File: config.mk
export PLATFORM = sky130hd
export DESIGN_NAME = mgmt_core_timer_wrapper_flat
export DESIGN_NICKNAME = d
export VERILOG_FILES = /design/src/rtl/mgmt_core_timer_wrapper_pkg.sv /design/src/rtl/mgmt_core_timer_wrapper_if.sv /design/src/rtl/mgmt_core_timer_wrapper_timer.sv /design/src/rtl/mgmt_core_timer_wrapper.sv /design/src/flat_wrapper.sv
export SDC_FILE = /design/constraint.sdc
export NUM_CORES = 1
export LEC_CHECK = 0
export CAP_MARGIN = 20
export CELL_PAD_IN_SITES_DETAIL_PLACEMENT = 2
export CELL_PAD_IN_SITES_GLOBAL_PLACEMENT = 2
export CORE_MARGIN = 2
export CORE_UTILIZATION = 33
export DETAILED_ROUTE_END_ITERATION = 7
export GPL_TIMING_DRIVEN = 0
export PLACE_DENSITY = 0.88
export SLEW_MARGIN = 20
export SYNTH_ARGS = -nofsm -noshare
export SYNTH_HDL_FRONTEND = slang
export SYNTH_SLANG_ARGS = --single-unit
File: constraint.sdc
create_clock -name core_clk -period 2.5 [get_ports core_clk]
set_input_delay 0.5 -clock core_clk [delete_from_list [all_inputs] [get_ports core_clk]]
set_output_delay 0.5 -clock core_clk [all_outputs]
set_load 0.005 [all_outputs]
File: src/rtl/mgmt_core_timer_wrapper_pkg.sv
// Shared CSR offsets, widths and firmware check codes for the management-core timer wrapper.
package mgmt_core_pkg;

  localparam int unsigned LA_W = 38;

  localparam logic [31:0] ADDR_LOAD    = 32'h0000_0000;
  localparam logic [31:0] ADDR_RELOAD  = 32'h0000_0004;
  localparam logic [31:0] ADDR_EN      = 32'h0000_0008;
  localparam logic [31:0] ADDR_UPDATE  = 32'h0000_000C;
  localparam logic [31:0] ADDR_LATCH   = 32'h0000_0010;
  localparam logic [31:0] ADDR_STATUS  = 32'h0000_0014;
  localparam logic [31:0] ADDR_PENDING = 32'h0000_0018;
  localparam logic [31:0] ADDR_ENABLE  = 32'h0000_001C;
  localparam logic [31:0] ADDR_LA_LO   = 32'h0000_0020;
  localparam logic [31:0] ADDR_LA_HI   = 32'h0000_0024;
  localparam logic [31:0] ADDR_GPIO    = 32'h0000_0028;

  localparam logic [5:0] CHK_START = 6'h0a;
  localparam logic [5:0] CHK_TIMER = 6'h01;

  function automatic logic [31:0] byte_merge(
    input logic [31:0] old_v,
    input logic [31:0] new_v,
    input logic [3:0]  sel
  );
    logic [31:0] res;
    res = old_v;
    for (int b = 0; b < 4; b++) begin
      if (sel[b]) begin
        res[8*b +: 8] = new_v[8*b +: 8];
      end else begin
        res[8*b +: 8] = old_v[8*b +: 8];
      end
    end
    return res;
  endfunction

endpackage

File: src/rtl/mgmt_core_timer_wrapper_if.sv
// Wishbone slave bundle between the management CPU data bus and the timer wrapper.
interface mgmt_core_timer_wrapper_if #(
  parameter int unsigned ADDR_W = 8
);
  logic              wb_cyc_i;
  logic              wb_stb_i;
  logic              wb_we_i;
  logic [3:0]        wb_sel_i;
  logic [ADDR_W-1:0] wb_adr_i;
  logic [31:0]       wb_dat_i;
  logic [31:0]       wb_dat_o;
  logic              wb_ack_o;

  modport master (
    output wb_cyc_i, wb_stb_i, wb_we_i, wb_sel_i, wb_adr_i, wb_dat_i,
    input  wb_dat_o, wb_ack_o
  );

  modport slave (
    input  wb_cyc_i, wb_stb_i, wb_we_i, wb_sel_i, wb_adr_i, wb_dat_i,
    output wb_dat_o, wb_ack_o
  );
endinterface

File: src/rtl/mgmt_core_timer_wrapper_timer.sv
// Down-counting timer with load/reload, snapshot latch and a zero-crossing event.
module mgmt_timer
  import mgmt_core_pkg::*;
(
  input  logic        clk,
  input  logic        rstn,
  input  logic        wr_i,
  input  logic [31:0] off_i,
  input  logic [31:0] dat_i,
  input  logic [3:0]  sel_i,
  output logic [31:0] load_o,
  output logic [31:0] reload_o,
  output logic        en_o,
  output logic [31:0] value_o,
  output logic [31:0] latch_o,
  output logic        pending_o,
  output logic        enable_o,
  output logic        irq_o
);

  logic [31:0] load_q, load_d;
  logic [31:0] reload_q, reload_d;
  logic        en_q, en_d;
  logic [31:0] value_q, value_d;
  logic [31:0] latch_q, latch_d;
  logic        pending_q, pending_d;
  logic        enable_q, enable_d;
  logic        clr_s;
  logic        set_s;

  // CSR writes: configuration, snapshot request and pending clear
  always_comb begin
    load_d   = load_q;
    reload_d = reload_q;
    en_d     = en_q;
    latch_d  = latch_q;
    enable_d = enable_q;
    clr_s    = 1'b0;
    if (wr_i) begin
      case (off_i)
        ADDR_LOAD:   load_d   = byte_merge(load_q, dat_i, sel_i);
        ADDR_RELOAD: reload_d = byte_merge(reload_q, dat_i, sel_i);
        ADDR_EN: begin
          if (sel_i[0]) begin
            en_d = dat_i[0];
          end else begin
            en_d = en_q;
          end
        end
        // snapshot takes the counter as it stands before this edge's update
        ADDR_UPDATE: begin
          if (sel_i[0] && dat_i[0]) begin
            latch_d = value_q;
          end else begin
            latch_d = latch_q;
          end
        end
        ADDR_PENDING: clr_s = sel_i[0] & dat_i[0];
        ADDR_ENABLE: begin
          if (sel_i[0]) begin
            enable_d = dat_i[0];
          end else begin
            enable_d = enable_q;
          end
        end
        default: clr_s = 1'b0;
      endcase
    end else begin
      clr_s = 1'b0;
    end
  end

  // Counter step and zero-crossing event; a coinciding set beats the clear
  always_comb begin
    value_d   = value_q;
    pending_d = pending_q;
    set_s     = en_q & (value_q == 32'd1);
    if (!en_q) begin
      value_d = load_q;
    end else if (value_q != 32'd0) begin
      value_d = value_q - 32'd1;
    end else begin
      value_d = reload_q;
    end
    if (set_s) begin
      pending_d = 1'b1;
    end else if (clr_s) begin
      pending_d = 1'b0;
    end else begin
      pending_d = pending_q;
    end
  end

  // Timer state registers with synchronous active-low reset
  always_ff @(posedge clk) begin
    if (!rstn) begin
      load_q    <= 32'd0;
      reload_q  <= 32'd0;
      en_q      <= 1'b0;
      value_q   <= 32'd0;
      latch_q   <= 32'd0;
      pending_q <= 1'b0;
      enable_q  <= 1'b0;
    end else begin
      load_q    <= load_d;
      reload_q  <= reload_d;
      en_q      <= en_d;
      value_q   <= value_d;
      latch_q   <= latch_d;
      pending_q <= pending_d;
      enable_q  <= enable_d;
    end
  end

  assign load_o    = load_q;
  assign reload_o  = reload_q;
  assign en_o      = en_q;
  assign value_o   = value_q;
  assign latch_o   = latch_q;
  assign pending_o = pending_q;
  assign enable_o  = enable_q;
  assign irq_o     = pending_q & enable_q;

endmodule

File: src/rtl/mgmt_core_timer_wrapper.sv
// Management-core CSR wrapper: Wishbone slave decode, timer, logic-analyzer and GPIO registers.
module mgmt_core_timer_wrapper #(
  parameter int unsigned ADDR_W = 8,
  parameter int unsigned LA_W   = mgmt_core_pkg::LA_W
) (
  input  logic                       core_clk,
  input  logic                       core_rstn,
  mgmt_core_timer_wrapper_if.slave   wb,
  output logic [LA_W-1:0]            la_output,
  output logic                       gpio_out_pad,
  output logic                       irq
);
  import mgmt_core_pkg::*;

  localparam int unsigned LA_HI_W = LA_W - 32;

  logic [ADDR_W-1:0]  adr_s;
  logic [31:0]        off_s;
  logic               req_s;
  logic               wr_s;
  logic [31:0]        rdata_s;
  logic               ack_q, ack_d;
  logic [31:0]        dat_q, dat_d;
  logic [31:0]        la_lo_q, la_lo_d;
  logic [LA_HI_W-1:0] la_hi_q, la_hi_d;
  logic               gpio_q, gpio_d;

  logic [31:0] t_load_s;
  logic [31:0] t_reload_s;
  logic        t_en_s;
  logic [31:0] t_value_s;
  logic [31:0] t_latch_s;
  logic        t_pending_s;
  logic        t_enable_s;
  logic        t_irq_s;

  assign adr_s = wb.wb_adr_i;

  // Request qualification; the pending ack blocks a second request in the same cycle
  always_comb begin
    off_s = 32'(adr_s) & 32'hFFFF_FFFC;
    req_s = wb.wb_cyc_i & wb.wb_stb_i & ~ack_q;
    wr_s  = req_s & wb.wb_we_i;
  end

  mgmt_timer u_timer (
    .clk       (core_clk),
    .rstn      (core_rstn),
    .wr_i      (wr_s),
    .off_i     (off_s),
    .dat_i     (wb.wb_dat_i),
    .sel_i     (wb.wb_sel_i),
    .load_o    (t_load_s),
    .reload_o  (t_reload_s),
    .en_o      (t_en_s),
    .value_o   (t_value_s),
    .latch_o   (t_latch_s),
    .pending_o (t_pending_s),
    .enable_o  (t_enable_s),
    .irq_o     (t_irq_s)
  );

  // Logic-analyzer and GPIO register writes
  always_comb begin
    la_lo_d = la_lo_q;
    la_hi_d = la_hi_q;
    gpio_d  = gpio_q;
    if (wr_s) begin
      case (off_s)
        ADDR_LA_LO: la_lo_d = byte_merge(la_lo_q, wb.wb_dat_i, wb.wb_sel_i);
        ADDR_LA_HI: begin
          if (wb.wb_sel_i[0]) begin
            la_hi_d = wb.wb_dat_i[LA_HI_W-1:0];
          end else begin
            la_hi_d = la_hi_q;
          end
        end
        ADDR_GPIO: begin
          if (wb.wb_sel_i[0]) begin
            gpio_d = wb.wb_dat_i[0];
          end else begin
            gpio_d = gpio_q;
          end
        end
        default: gpio_d = gpio_q;
      endcase
    end else begin
      gpio_d = gpio_q;
    end
  end

  // Read mux; write-only and unmapped offsets return zero
  always_comb begin
    case (off_s)
      ADDR_LOAD:    rdata_s = t_load_s;
      ADDR_RELOAD:  rdata_s = t_reload_s;
      ADDR_EN:      rdata_s = {31'd0, t_en_s};
      ADDR_LATCH:   rdata_s = t_latch_s;
      ADDR_STATUS:  rdata_s = {31'd0, (t_value_s == 32'd0)};
      ADDR_PENDING: rdata_s = {31'd0, t_pending_s};
      ADDR_ENABLE:  rdata_s = {31'd0, t_enable_s};
      ADDR_LA_LO:   rdata_s = la_lo_q;
      ADDR_LA_HI:   rdata_s = 32'(la_hi_q);
      ADDR_GPIO:    rdata_s = {31'd0, gpio_q};
      default:      rdata_s = 32'd0;
    endcase
  end

  // Single-cycle ack with read data held only while ack is high
  always_comb begin
    ack_d = req_s;
    if (req_s && !wb.wb_we_i) begin
      dat_d = rdata_s;
    end else begin
      dat_d = 32'd0;
    end
  end

  // Bus and output registers with synchronous active-low reset
  always_ff @(posedge core_clk) begin
    if (!core_rstn) begin
      ack_q   <= 1'b0;
      dat_q   <= 32'd0;
      la_lo_q <= 32'd0;
      la_hi_q <= '0;
      gpio_q  <= 1'b0;
    end else begin
      ack_q   <= ack_d;
      dat_q   <= dat_d;
      la_lo_q <= la_lo_d;
      la_hi_q <= la_hi_d;
      gpio_q  <= gpio_d;
    end
  end

  assign wb.wb_ack_o  = ack_q;
  assign wb.wb_dat_o  = dat_q;
  assign la_output    = {la_hi_q, la_lo_q};
  assign gpio_out_pad = gpio_q;
  assign irq          = t_irq_s;

endmodule

File: src/flat_wrapper.sv
// flat-port wrapper written by rule: the top's interface ports become plain ports
module mgmt_core_timer_wrapper_flat import mgmt_core_pkg::*;
#(
  parameter int unsigned ADDR_W = 8,
  parameter int unsigned LA_W   = mgmt_core_pkg::LA_W
)
  (core_clk, core_rstn, la_output, gpio_out_pad, irq, wb_wb_cyc_i, wb_wb_stb_i, wb_wb_we_i, wb_wb_sel_i, wb_wb_adr_i, wb_wb_dat_i, wb_wb_dat_o, wb_wb_ack_o);
  mgmt_core_timer_wrapper_if #(.ADDR_W(ADDR_W)) wb_i ();
  input  logic core_clk;
  input  logic core_rstn;
  output logic [LA_W-1:0] la_output;
  output logic gpio_out_pad;
  output logic irq;
  input wire logic [$bits(wb_i.wb_cyc_i)-1:0] wb_wb_cyc_i;
  input wire logic [$bits(wb_i.wb_stb_i)-1:0] wb_wb_stb_i;
  input wire logic [$bits(wb_i.wb_we_i)-1:0] wb_wb_we_i;
  input wire logic [$bits(wb_i.wb_sel_i)-1:0] wb_wb_sel_i;
  input wire logic [$bits(wb_i.wb_adr_i)-1:0] wb_wb_adr_i;
  input wire logic [$bits(wb_i.wb_dat_i)-1:0] wb_wb_dat_i;
  output wire logic [$bits(wb_i.wb_dat_o)-1:0] wb_wb_dat_o;
  output wire logic [$bits(wb_i.wb_ack_o)-1:0] wb_wb_ack_o;
  assign wb_i.wb_cyc_i = wb_wb_cyc_i;
  assign wb_i.wb_stb_i = wb_wb_stb_i;
  assign wb_i.wb_we_i = wb_wb_we_i;
  assign wb_i.wb_sel_i = wb_wb_sel_i;
  assign wb_i.wb_adr_i = wb_wb_adr_i;
  assign wb_i.wb_dat_i = wb_wb_dat_i;
  assign wb_wb_dat_o = wb_i.wb_dat_o;
  assign wb_wb_ack_o = wb_i.wb_ack_o;
  mgmt_core_timer_wrapper #(.ADDR_W(ADDR_W), .LA_W(LA_W)) u_core (.core_clk(core_clk), .core_rstn(core_rstn), .wb(wb_i), .la_output(la_output), .gpio_out_pad(gpio_out_pad), .irq(irq));
endmodule
* Word level (Yosys, flattened, before mapping)
Cells that the tools add are included.
** Operators by class
- Add/sub/neg operators :: 1
- Bitwise gates (word level) :: 7
- Muxes and demuxes :: 7
- Eq/ne operators :: 11
- Reduce and logical (&&, ||, !) cells :: 25
** Operator list (count)
- $pmux 32 s10 :: 1
- $logic_not 32->1 :: 2
- $mux 32 :: 2
- $reduce_and 3->1 :: 17
- $eq 32x1->1 const B :: 1
- $reduce_bool 32->1 :: 1
- $sub 32x1->32 const B :: 1
- $eq 6x3->1 const B :: 4
- $eq 6x4->1 const B :: 3
- $eq 6x2->1 const B :: 2
- $and 1x1->1 :: 6
- $eq 6x1->1 const B :: 1
- $mux 1 :: 4
- $logic_and 1x1->1 :: 2
- $reduce_and 2->1 :: 1
- $reduce_bool 2->1 :: 1
- $logic_not 1->1 :: 1
- $not 1->1 :: 1
** Storage, ports and cells
- Input bits :: 49
- Logic and storage cells :: 72
- Output and inout port bits :: 73
- Register bits :: 203

* Depth between registers and ports, before layout
Gate-level depths: netlist of run 1.
- Depth after elaboration :: 6
- Depth in mapped cells :: 8
- Mapped depth without buffers :: 7

* Hierarchy
From an unflattened synthesis of run 1, not the netlist that was laid out.
** Second synthesis, totals
- Cells, all modules :: 927
- Area total of the unflattened synthesis :: 9261.4 um^2
** Modules (own cells, without submodules)
- mgmt_timer :: times used 1, cells each 613, seq. area each 2622.5 um^2, area each 6082.1 um^2
- mgmt_core_timer_wrapper :: times used 1, cells each 314, seq. area each 1441.4 um^2, area each 3179.3 um^2

* Worst setup path before layout of run 1
OpenSTA, ideal clock, no wires.
- Path type :: input to register
- Start :: input wb_wb_adr_i[5]
- End :: register u_core.dat_q[13] (netlist: u_core.wb.wb_dat_o[13])
- Arrival time :: 2.084 ns
- Path slack :: 0.345 ns
- Buffers on the path :: 3
- Stages :: 7
- Data required time :: 2.430 ns
- Library setup time :: 0.070 ns
- Cells stage by stage :: buf_2 or4_1 nor3_1 buf_2 buf_1 a22oi_1 a21oi_1
** On the way
- Longest elaborated chain between the ends :: 2
- Elaborated cells between the ends (all ways) :: 11
- Classes of those cells :: 9 x eq/ne; 1 x mux; 1 x reduce/logical
** Ends and longest elaborated chain
- from (decl) :: RTL line flat_wrapper.sv:18 : input wire logic [$bits(wb_i.wb_adr_i)-1:0] wb_wb_adr_i;
- $logic_not 32->1, or another cell as far along :: RTL line mgmt_core_timer_wrapper.sv:94 : case (off_s)
- $pmux 32 s10 * :: RTL line mgmt_core_timer_wrapper.sv:94
- to (signal assigned) :: RTL line mgmt_core_timer_wrapper.sv:129 : dat_q <= dat_d;
- to (decl) :: RTL line mgmt_core_timer_wrapper.sv:23 : logic [31:0] dat_q, dat_d;
Every way passes the cells marked *; elsewhere a longest branch is shown, timed or not.
A chain may end at the register's enable or synchronous reset.

* Final worst setup path of run 1
- Start :: input wb_wb_adr_i[4]
- End :: register u_core.u_timer.load_q[4] (netlist: u_core.u_timer.load_o[4])
** On the way
- Longest elaborated chain between the ends :: 2
** Ends and longest elaborated chain
- $logic_not 32->1 :: RTL line mgmt_core_timer_wrapper_timer.sv:40 : case (off_i)
- $reduce_and 3->1 (no line)
- to (signal assigned) :: RTL line mgmt_core_timer_wrapper_timer.sv:105 : load_q <= load_d;
- to (decl) :: RTL line mgmt_core_timer_wrapper_timer.sv:21 : logic [31:0] load_q, load_d;
Every way passes these cells.

==> results of run 1 <==
==> where the power goes <==
group	total [mW]	leakage [nW]	switching (mW)	internal, mW
sequential	3.24	1.63	0.00174	3.24
clock	3.72	0.404	1.45	2.26
combinational	0.308	1.67	0.187	0.122
total	7.26	3.71	1.64	5.62
==> final cells by class <==
type	instances	area share
multi-input cells	773	0.402
flip-flops and latches	203	0.348
repair buffers	123	0.104
clock buffers	36	0.0611
plain buffers	86	0.0378
well taps	341	0.0365
clock inverters	5	0.00889
inverters	6	0.00193
==> per-layer routing <==
metal | track usage | vias to the layer above | share of wire
met5 | 0 | - | 0
met4 | 0.107 | 0 | 0.035
met3 | 0.0396 | 106 | 0.065
met2 | 0.464 | 347 | 0.47
met1 | 0.362 | 4698 | 0.43
li1 | - | 4116 | -
==> worst max-delay path by stage <==
| stage | startpoint | endpoint | slack, ns |
|---|---|---|---|
| finish | wb_wb_adr_i[4] | u_core.u_timer.load_o[4]$_SDFFE_PN0P_ | -0.009 |
| global placement | wb_wb_we_i | u_core.u_timer.latch_o[3]$_SDFFE_PN0P_ | -1.12 |
| floorplan | wb_wb_adr_i[5] | u_core.wb.wb_dat_o[13]$_SDFF_PN0_ | 0.35 |
| CTS | wb_wb_adr_i[4] | u_core.u_timer.reload_o[24]$_SDFFE_PN0P_ | 0.001 |
| detailed placement | wb_wb_cyc_i | u_core.u_timer.latch_o[3]$_SDFFE_PN0P_ | -1.21 |
| global route | wb_wb_adr_i[4] | u_core.u_timer.load_o[4]$_SDFFE_PN0P_ | -0.11 |
==> synthesized netlist by cell type, types with 3 or more instances <==
cell	n
a21boi_0	130
a21boi_1	11
a21oi_1	32
a222oi_1	3
a22oi_1	58
a31oi_1	4
and2_1	6
buf_1	3
buf_2	19
buf_6	3
clkbuf_1	60
dfxtp_1	203
inv_1	6
mux2i_1	11
nand2_1	205
nand2b_1	10
nand3_1	108
nand3b_1	19
nand4_1	7
nand4b_1	3
nor2_1	17
nor2b_1	5
nor3_1	24
nor3b_1	3
nor4_1	10
o211ai_1	4
o21a_1	3
o21ai_0	9
o21ai_1	23
o31a_1	4
o31ai_1	3
or3_1	4
or4_1	5
xnor2_1	13
xor2_1	5
==> flip-flops by register name, summed over array words and instances, names as in the netlist <==
name                      count
u_core.u_timer.value_o       32
u_core.la_lo_q               32
u_core.wb.wb_ack_o            1
u_core.u_timer.en_o           1
u_core.u_timer.latch_o       32
u_core.u_timer.load_o        32
u_core.gpio_out_pad           1
u_core.u_timer.reload_o      32
u_core.u_timer.enable_o       1
u_core.u_timer.pending_o      1
u_core.la_hi_q                6
u_core.wb.wb_dat_o           32
==> worst register-to-register path, stage by stage, from the launching register on <==
cell and delay [ns]:
dfxtp_1 0.31, clkbuf_1 0.23, nor3_2 0.43, nand2_1 0.25, or4_1 0.49, buf_6 0.17, buf_8 0.16, mux2i_1 0.19
o21ai_1 0.09
==> metrics by stage <==
step / instances / util / total power, mW
final: 1573 / 0.434 / 7.26
after global routing: 1573 / 0.434 / 7.46
after CTS: 1569 / 0.430 / 7.30
after detailed placement: 1524 / 0.395 / 3.60
after global placement: 1524 / 0.395 / 3.59
after floorplan: 1068 / - / 3.42
==> kinds of logic (layout without fill, tap and decap cells) <==
kind of cell | Yosys count | count (layout) | share of synthesized area
XOR/XNOR | 18 | 18 | 0.0174
buffers and inverters | 92 | 256 | 0.0445
flip-flops | 203 | 203 | 0.448
multiplexers | 12 | 12 | 0.0134
adder cells (fa/ha/maj) | 2 | 2 | 0.00276
AO/OA/AOI/OAI | 302 | 302 | 0.237
AND/OR/NAND/NOR | 439 | 439 | 0.236
==> timing repair <==
action | in CTS | in global routing
buffers inserted | 4 | 4
gates resized for setup | 34 | 29
setup endpoints to repair | 153 | 139
pin swaps | 3 | 2
hold buffers | 0 | 0
==> run metrics, run 1 <==
status finished with violations; violated checks setup timing; synthesized area per cell 8.49 um^2; post-place setup slack -1.21 ns; Req. time, crit path 2.93 ns; CP delay by family, top buffers and inverters; Worst path max stage delay 0.59 ns; Initial Util 0.336; Max stage delay cell, worst path or4_4; post-route ant nets 0; DR WL/cell 25.6 um; Max Cap Viol 0; pwr dens 622 nW/um^2; vias in the first global route 9903; register bit total from synthesis 203; number of cells on the worst hold path 2; worst-case vdd ir drop 493 uV; Tcrit/Tclk final 1.00; Ant. Diodes 0; initial antenna violation count 2; Core ar. 27000 um^2; clk sinks 203; die width 170 um; Multi-input gate area 4690 um^2; sequential share of the synthesized area 0.448; critical path class in -> reg; number of top-level pins 122; layout cells sized above 1 0.0942; HP Start u_core.u_timer.latch_o[24]$_SDFFE_PN0P_; Detailed Route WL 40300 um; Tightest Pin Transition 0.940 ns; Worst Path Buf+Inv 4; top cells by area in the synthesized netlist dfxtp_1 (45%), a21boi_0 (11%), nand2_1 (8.5%); Sequential cell area 4060 um^2; Hold Violations, Final 0; Cell variety after synth 58; Synth top area share 0.448; row count 60; Leakage 3.71 nW; setup_tns -0.00890 ns; pin count of the biggest net entering global routing 13; most frequent cells in the layout dfxtp_1 (203), nand2_1 (202), a21boi_0 (130); first drt pass iteration count 6; cells after synthesis 1068; die area 28800 um^2; Worst Skew 0.0111 ns; Post-DP Area 10600 um^2; Vert. Die Dim 170 um; CTS buffer count 23; H-tree Lvls 1; origin of the critical flop-to-flop path u_core.u_timer.value_o[13]$_SDFF_PN0_; Nets 1267; via count 9267; DRC errors left 0; Worst Hold Endpoint u_core.u_timer.latch_o[24]$_SDFFE_PN0P_; commonest non-fill, non-tap cell in the layout dfxtp_1; Layout area overhead 28.9%; Mapped Nets 1119; relative slew slack 0.374; Clock Latency Late Sink 0.53 ns; worst-path fanout max 10; Critical Path Stages 8; first-pass GRT wire length 61000 um; ys async rst share 0; 1st-iter DRT viols 663; Layout fillers 2917; FF-to-FF path depth 8; area leader, netlist dfxtp_1; Detailed Place HPWL 26700 um; Critical Path Start Type input pin; gpl congestion 0.854; hold slack 0.473 ns; Final Cell Area 11700 um^2; largest buffer count on any clock path 3; Clk pin slew, worst setup/hold paths 0.06 ns; CP endpoint kind register; Syn Std Cell Area 9060 um^2; worst r2r dst u_core.u_timer.value_o[5]$_SDFF_PN0_; clock tree root driver cell clkbuf_16; final setup fails 1; Slew Viols, Final 0; EDFF count, synth 0; cells along the critical path clkdlybuf4s50_1 > buf_2 > or4_4 > nor3_2 > buf_4 > buf_2 > nand3_1 > a21boi_0; all-layer global routing usage 0.277; Final Critical Period 2.51 ns; crit path DAT 2.94 ns; Via density 5.89; PortBufs 115; worst setup margin -0.00890 ns; Worst Hold Class reg -> reg; Congestion Overflow GR 0; Max Fclk 399 MHz; crit-path most repeated cell buf_2; reg2reg setup slack 0.03 ns; YS warnings 0; Main synth FF type dfxtp_1; CTS tree done
(Power assumes the default switching activity.)
==> run 2, diff against run 1 <==
GPL_TIMING_DRIVEN = 1   (was 0)
==> run 2 against run 1 <==
  * The flow now finishes without violations
  * Maximum frequency grew 2.2%
  * Hold slack got worse by 0.14 ns
  * Clock power fell by 6.2%
  * Non-clock buffer count fell by 12
  * Sequential power is essentially flat
  * Flip-flop and latch count unchanged
  * Register-to-register slack better by 0.02 ns
  * Via count down 1.9%
  * Sequential share of layout area fell by 0.32 points
  * Critical endpoint is now u_core.u_timer.value_o[1]$_SDFF_PN0_
  * Largest cell class unchanged
==> run metrics, run 2 (synthesized netlist as in run 1, its figures left out) <==
first-pass GRT wire length 59500 um; Req. time, crit path 2.92 ns; unrepaired setup endpoints after global routing false; Nets 1257; Max Cap Viol 0; relative slew slack 0.591; Final Critical Period 2.45 ns; Tcrit/Tclk final 0.982; Worst Path Buf+Inv 1; FF-to-FF path depth 6; Max stage delay cell, worst path or4_1; status completed; Worst Hold Class in -> reg; clock tree root driver cell clkbuf_16; most frequent cells in the layout nand2_1 (205), dfxtp_1 (203), a21boi_0 (130); Worst path max stage delay 0.60 ns; Critical Path Start Type register; Clk pin slew, worst setup/hold paths 0.06 ns; vias in the first global route 10124; Layout area overhead 30.1%; Post-DP Area 11000 um^2; row count 60; initial antenna violation count 0; reg2reg setup slack 0.05 ns; CTS buffer count 25; Vert. Die Dim 170 um; worst-path fanout max 17; pwr dens 595 nW/um^2; Initial Util 0.336; worst setup margin 0.0462 ns; Non-Filler Instances 1559; clk sinks 203; post-route ant nets 0; setup_tns 0 ns; commonest non-fill, non-tap cell in the layout nand2_1; Detailed Place HPWL 22600 um; Slew Viols, Final 0; 1st-iter DRT viols 551; gpl congestion 0.772; Core ar. 27000 um^2; DRC errors left 0; post-place setup slack -0.370 ns; number of cells on the worst hold path 2; total power 7.01 mW; DR WL/cell 24.2 um; CTS tree done; hold-fix buffers at CTS 0; CP delay by family, top simple AND/OR/NAND/NOR gates; final setup fails 0; Critical Path Stages 6; die area 28800 um^2; crit path DAT 2.88 ns; H-tree Lvls 1; Congestion Overflow GR 0; all-layer global routing usage 0.262; Hold Violations, Final 0; Max Fclk 408 MHz; Worst Skew 0.0101 ns; Ant. Diodes 0; Leakage 3.79 nW; cells along the critical path nor4_1 > nand3b_1 > or4_1 > buf_4 > and2_4 > o31ai_2; layout cells sized above 1 0.110; via count 9091; worst-case vdd ir drop 386 uV; Cells after DPL 1520; die width 170 um; largest buffer count on any clock path 3; Clock Latency Late Sink 0.52 ns; Via density 5.83; number of top-level pins 122; pin count of the biggest net entering global routing 64; Final Cell Area 11800 um^2; PortBufs 119; critical path class reg -> reg; first drt pass iteration count 5; CP endpoint kind register; Detailed Route WL 37700 um; Tightest Pin Transition 0.612 ns
[run 2: changes by cell type in the layout (fill, tap and decap cells not counted), sizes merged]
cell,delta
dlymetal6s2s,-2
bufinv,-2
inv,-1
clkbuf,-59
buf,+44
clkinv,+1
clkdlybuf4s50,+5
[run 2: per-stage QoR]
| stage | hold WS (ns) | util |
|---|---|---|
| after floorplan | 0.439 | - |
| after global placement | 0.451 | 0.409 |
| after detailed placement | 0.466 | 0.409 |
| after CTS | 0.319 | 0.437 |
| after global routing | 0.333 | 0.438 |
| final | 0.329 | 0.438 |
[run 2: worst paths after layout]
| check | to | from |
|---|---|---|
| worst max-delay path | u_core.u_timer.value_o[1]$_SDFF_PN0_ | u_core.u_timer.value_o[28]$_SDFF_PN0_ |
| worst min-delay path | u_core.u_timer.load_o[31]$_SDFFE_PN0P_ | core_rstn |
| worst max register to register | u_core.u_timer.value_o[1]$_SDFF_PN0_ | u_core.u_timer.value_o[28]$_SDFF_PN0_ |
| worst min register to register | u_core.u_timer.latch_o[27]$_SDFFE_PN0P_ | u_core.u_timer.latch_o[27]$_SDFFE_PN0P_ |
[run 2: where the power goes]
group          internal (mW)  switching (mW)  total [mW]
clock network           2.04            1.45        3.49
registers               3.24         0.00190        3.24
logic                  0.134           0.151       0.285
total                   5.41            1.60        7.01
[run 2: timing repair]
action                                  CTS  global route
gates resized for setup                   0             2
setup buffers                             0             0
endpoints found under the setup margin    0            10
hold endpoints to repair                  0             0
[run 2: layer usage]
layer / wire length [um] / GRT usage
met2: 18500 / 0.452
met5: 0 / 0
met1: 16200 / 0.330
met3: 1790 / 0.0350
met4: 1270 / 0.103
[run 2: layout make-up]
cell class,count,area (um^2)
Clock inverter,3,43.8
Sequential cell,203,4060
Clock buffer,36,707
Timing Repair Buffer,197,1890
Fill cell,2889,15200
Multi-Input combinational cell,773,4640
Tap cell,341,427
Inverter,6,22.5
[run 2: worst reg2reg max path: stages (launching register included)]
cell	delay [ns]
dfxtp_1	0.39
nor4_1	0.45
nand3b_1	0.19
or4_1	0.60
buf_4	0.27
and2_4	0.22
o31ai_2	0.26
